### config.mk
export PLATFORM = sky130hd
export DESIGN_NAME = ysyx_23060332_ifu
export DESIGN_NICKNAME = d
export VERILOG_FILES = /design/src/rtl/ysyx_23060332_ifu_pkg.sv /design/src/rtl/ysyx_23060332_ifu_pc_next.sv /design/src/rtl/ysyx_23060332_ifu.sv
export SDC_FILE = /design/constraint.sdc
export NUM_CORES = 1
export LEC_CHECK = 0
export CORE_ASPECT_RATIO = 0.9
export CORE_UTILIZATION = 48
export CTS_CLUSTER_SIZE = 14
export DETAILED_ROUTE_END_ITERATION = 7
export GPL_TIMING_DRIVEN = 1
export PLACE_DENSITY = 0.86
export SETUP_SLACK_MARGIN = 0.4
export SKIP_CTS_REPAIR_TIMING = 1
export SLEW_MARGIN = 20
export SYNTH_ARGS = -nofsm -noshare
export SYNTH_HDL_FRONTEND = slang
export SYNTH_SLANG_ARGS = --single-unit
### constraint.sdc
create_clock -name clk -period 3.6 [get_ports clk]
set_clock_uncertainty 0.1 [all_clocks]
set_input_delay 0.72 -clock clk [delete_from_list [all_inputs] [get_ports clk]]
set_output_delay 0.72 -clock clk [all_outputs]
set_load 0.05 [all_outputs]
### src/rtl/ysyx_23060332_ifu_pkg.sv
// Shared constants and state encoding for the instruction fetch unit.
package ysyx_23060332_ifu_pkg;

  localparam int unsigned IFU_XLEN        = 32;
  localparam int unsigned INST_BUS_W      = 32;
  localparam int unsigned INST_ADDR_BUS_W = 32;
  localparam logic [31:0] IFU_RESET_PC    = 32'h8000_0000;
  localparam logic [31:0] ZERO_WORD       = 32'h0000_0000;
  localparam logic        JUMP_ENABLE     = 1'b1;

  typedef enum logic [2:0] {
    IFU_IDLE = 3'd0,
    IFU_REQ  = 3'd1,
    IFU_WAIT = 3'd2,
    IFU_HOLD = 3'd3,
    IFU_ERR  = 3'd4
  } ifu_state_e;

endpackage

### src/rtl/ysyx_23060332_ifu_pc_next.sv
// Next-PC select: sequential increment or word-aligned redirect target,
// flagging targets whose bit1 is set (bit0 is always dropped, JALR style).
module ysyx_23060332_ifu_pc_next #(
  parameter int unsigned XLEN = 32
) (
  input  logic [XLEN-1:0] pc,
  input  logic            jump_en,
  input  logic [XLEN-1:0] jump_addr,
  output logic [XLEN-1:0] next_pc,
  output logic            misalign_c
);

  logic unused_bit0;
  assign unused_bit0 = jump_addr[0];

  always_comb begin
    next_pc    = pc + XLEN'(4);
    misalign_c = 1'b0;
    if (jump_en) begin
      next_pc    = {jump_addr[XLEN-1:2], 2'b00};
      misalign_c = jump_addr[1];
    end
  end

endmodule

### src/rtl/ysyx_23060332_ifu.sv
// Instruction fetch unit: owns the PC, runs one imem read at a time and
// holds the fetched instruction until the downstream stage accepts it.
module ysyx_23060332_ifu
  import ysyx_23060332_ifu_pkg::*;
#(
  parameter int unsigned     XLEN     = IFU_XLEN,
  parameter logic [XLEN-1:0] RESET_PC = XLEN'(IFU_RESET_PC)
) (
  input  logic            clk,
  input  logic            rst_n,
  output logic            imem_req_valid,
  input  logic            imem_req_ready,
  output logic [XLEN-1:0] imem_req_addr,
  input  logic            imem_rsp_valid,
  input  logic [31:0]     imem_rsp_data,
  input  logic            imem_rsp_err,
  output logic            imem_rsp_ready,
  output logic            inst_valid,
  input  logic            inst_ready,
  output logic [31:0]     inst_o,
  output logic [XLEN-1:0] pc_o,
  input  logic            jump_en,
  input  logic [XLEN-1:0] jump_addr,
  output logic            misalign,
  output logic            fetch_err
);

  ifu_state_e      state;
  logic [XLEN-1:0] pc;
  logic [XLEN-1:0] next_pc;
  logic            misalign_c;

  ysyx_23060332_ifu_pc_next #(
    .XLEN (XLEN)
  ) u_pc_next (
    .pc         (pc),
    .jump_en    (jump_en),
    .jump_addr  (jump_addr),
    .next_pc    (next_pc),
    .misalign_c (misalign_c)
  );

  // The PC register doubles as the request address; it only moves on acceptance.
  assign imem_req_addr = pc;

  always_ff @(posedge clk) begin
    if (!rst_n) begin
      state          <= IFU_IDLE;
      pc             <= RESET_PC;
      inst_o         <= ZERO_WORD;
      pc_o           <= RESET_PC;
      imem_req_valid <= 1'b0;
      imem_rsp_ready <= 1'b0;
      inst_valid     <= 1'b0;
      misalign       <= 1'b0;
      fetch_err      <= 1'b0;
    end else begin
      misalign <= 1'b0;
      case (state)
        IFU_IDLE: begin
          state          <= IFU_REQ;
          imem_req_valid <= 1'b1;
        end
        IFU_REQ: begin
          if (imem_req_ready) begin
            state          <= IFU_WAIT;
            imem_req_valid <= 1'b0;
            imem_rsp_ready <= 1'b1;
          end
        end
        IFU_WAIT: begin
          if (imem_rsp_valid) begin
            imem_rsp_ready <= 1'b0;
            if (imem_rsp_err) begin
              state     <= IFU_ERR;
              fetch_err <= 1'b1;
            end else begin
              state      <= IFU_HOLD;
              inst_o     <= imem_rsp_data;
              pc_o       <= pc;
              inst_valid <= 1'b1;
            end
          end
        end
        IFU_HOLD: begin
          // Redirect inputs matter only in the acceptance cycle.
          if (inst_ready) begin
            state          <= IFU_REQ;
            pc             <= next_pc;
            inst_valid     <= 1'b0;
            imem_req_valid <= 1'b1;
            misalign       <= misalign_c;
          end
        end
        IFU_ERR: begin
          state          <= IFU_ERR;
          imem_req_valid <= 1'b0;
          imem_rsp_ready <= 1'b0;
          inst_valid     <= 1'b0;
          fetch_err      <= 1'b1;
        end
        default: begin
          state          <= IFU_IDLE;
          imem_req_valid <= 1'b0;
          imem_rsp_ready <= 1'b0;
          inst_valid     <= 1'b0;
        end
      endcase
    end
  end

endmodule

==> results.sh <==
export IMPL_yosysTopAreaCellShare=0.440
export IMPL_run_status="finished clean"
export IMPL_min_to="inst_o[5]$_SDFFE_PN0P_"
export IMPL_wl_per_cell_um=15.5
export IMPL_drtIter0Drc=402
export IMPL_ys_warn_count=0
export IMPL_hp_class="reg -> reg"
export IMPL_io_pins=172
export IMPL_whs_ns=0.359
export IMPL_fp_dieH_um=94.3
export IMPL_die_w_um=105
export IMPL_maxSlewViolCount=0
export IMPL_nNetsFinal=803
export IMPL_grt_max_degree=52
export IMPL_dp_slack_ns=0.610
export IMPL_r2r_slack_ns=1.29
export IMPL_r2r_start="state[1]$_SDFFE_PN0P_"
export IMPL_start_util=0.496
export IMPL_syn_cell_area_mm2=0.00455
export IMPL_placed_area_mm2=0.00628
export IMPL_place_hpwl_um=9190
export IMPL_vias=4859
export IMPL_numCtsBuffers=9
export IMPL_drt_pre_antenna_iters=5
export IMPL_power_per_cell_area_mw_per_mm2=338
export IMPL_finalPower_mw=2.19
export IMPL_antenna_found_initial=0
export IMPL_setup_violations=0
export IMPL_rows=33
export IMPL_yosysTopAreaCell="dfxtp_1"
export IMPL_drtAntennaViolNets=0
export IMPL_hold_violations=0
export IMPL_io_buffers=166
export IMPL_synth_area_leaders="dfxtp_1 (44%), nand2_1 (13%), a21oi_1 (8.3%)"
export IMPL_drc=0
export IMPL_synth_distinct_cells=63
export IMPL_finalWeightedCongestion=0.937
export IMPL_post_synth_cell_area_avg_um2=7.72
export IMPL_clockBufferDepth=2
export IMPL_mostFrequentLayoutCell="clkdlybuf4s50_1"
export IMPL_routed_wl_um=13300
export IMPL_cts_htree_levels=3
export IMPL_required_ns=3.73
export IMPL_crit_fanout=40
export IMPL_synth_ff_type="dfxtp_1"
export IMPL_path_clk_slew_ns=0.10
export IMPL_rsz0062_at_grt="no"
export IMPL_min_delay_path_depth=2
export IMPL_ff2ff_path_depth=5
export IMPL_area_growth_pct=42.3
export IMPL_grt_pass1_vias=4438
export IMPL_rr_endpoint="pc_o[23]$_SDFFE_PN0P_"
export IMPL_postLayoutCellArea_mm2=0.00647
export IMPL_post_route_period_util=0.732
export IMPL_dieArea_mm2=0.00987
export IMPL_cp_arrival_ns=2.76
export IMPL_slew_headroom=0.484
export IMPL_grt_first_pass_wirelength_um=21500
export IMPL_timing_final_ws_setup_ns=0.966
export IMPL_cts_tree="built"
export IMPL_ys_ff_latch=100
export IMPL_yosysSeqAreaShare=0.440
export IMPL_worstSetupPathType="in -> reg"
export IMPL_synth_edf_count=0
export IMPL_clock_latency_ns=0.36
export IMPL_core_area_mm2=0.00917
export IMPL_synth_async_reset_ratio=0
export IMPL_setup_tns_ns=0
export IMPL_fmax_mhz=380
export IMPL_cts_sinks=100
export IMPL_layout_common_cells="clkdlybuf4s50_1 (165), nand2_1 (154), dfxtp_1 (100)"
export IMPL_drive_above_1_share=0.0625
export IMPL_leakage_nw=2.16
export IMPL_worstSetupStartpointType="input pin"
export IMPL_min_period_ns=2.63
export IMPL_worstMarginPinSlew_ns=0.768
export IMPL_worstSetupEndpointType="flop"
export IMPL_n_antenna_cell=0
export IMPL_routed_via_density=5.66
export IMPL_hp_start="inst_o[5]$_SDFFE_PN0P_"
export IMPL_grt_usage=0.267
export IMPL_vdd_ir_drop_max_mv=0.269
export IMPL_cts_root_buf="clkbuf_8"
export IMPL_maxCapViolCount=0
export IMPL_overflow=0
export IMPL_synth_cells=589
## synth_stat cells (8+ instances only)
library cell and n:
a21oi_1 75, a22oi_1 8, and3_1 14, buf_2 8
clkbuf_1 36, dfxtp_1 100, nand2_1 154, nand3_1 16
nand4_1 8, nor2_1 21, nor3_1 14, o21ai_0 18
## power by group
group          internal, mW  leakage (nW)  switching (mW)
combinational         0.139          1.26           0.181
clock                 0.298        0.0941           0.407
sequential             1.13         0.808          0.0321
total                  1.57          2.16           0.620
## registers in the layout (all words and copies together) (netlist names)
signal / cells
inst_valid: 1
imem_req_addr: 30
misalign: 1
state: 3
inst_o: 32
pc_o: 30
imem_rsp_ready: 1
imem_req_valid: 1
fetch_err: 1
## cell type report
cell class                 count  area, um2
clock buffer                  11        151
clock inverter                 5       43.8
fill                         734       2690
inverter                       8       30.0
multi-input combinational    431       2310
sequential                   100       2000
tap                          122        153
timing repair buffer         181       1780
## kinds of logic after synthesis
logic type | count (synthesis) | share of synthesized area
compound gates | 163 | 0.228
fa+ha+maj | 1 | 0.00275
buf+inv | 61 | 0.0564
flops | 100 | 0.440
mux | 2 | 0.00468
other cells | 1 | 0.000825
simple gates | 261 | 0.267
## per-layer routing
| metal | wire length [um] | up-vias | GRT usage |
|---|---|---|---|
| li1 | - | 2356 | - |
| met1 | 5920 | 2270 | 0.355 |
| met2 | 6380 | 214 | 0.443 |
| met3 | 888 | 19 | 0.0476 |
| met4 | 153 | 0 | 0.0904 |
| met5 | 0 | - | 0 |
## how the worst max path moves through the flow
stage	start	endpoint	slack [ns]	depth (start not counted)
6_report	imem_rsp_valid	pc_o[23]$_SDFFE_PN0P_	0.97	6
4_1_cts	imem_req_addr[9]$_SDFFE_PN0P_	imem_req_addr[9]	0.98	1
2_1_floorplan	imem_req_addr[2]$_SDFFE_PN0P_	imem_req_addr[20]$_SDFFE_PN0P_	1.16	5
3_3_place_gp	imem_rsp_valid	pc_o[31]$_SDFFE_PN1P_	0.63	6
5_1_grt	imem_rsp_valid	pc_o[31]$_SDFFE_PN1P_	0.86	6
3_5_place_dp	imem_rsp_valid	pc_o[23]$_SDFFE_PN0P_	0.61	6
## worst max-delay path: stages
cell and delay, ns:
clkdlybuf4s50_1 0.53, nand2_1 0.15, or4_2 0.87, buf_12 0.30
nand2_1 0.10, a21oi_1 0.07
## stage by stage
stage,util,instances
6_report,0.706,858
5_1_grt,0.706,858
4_1_cts,0.706,858
3_5_place_dp,0.685,842
3_3_place_gp,0.685,842
2_1_floorplan,-,592
Note: power is estimated with default switching activity, not from simulation.
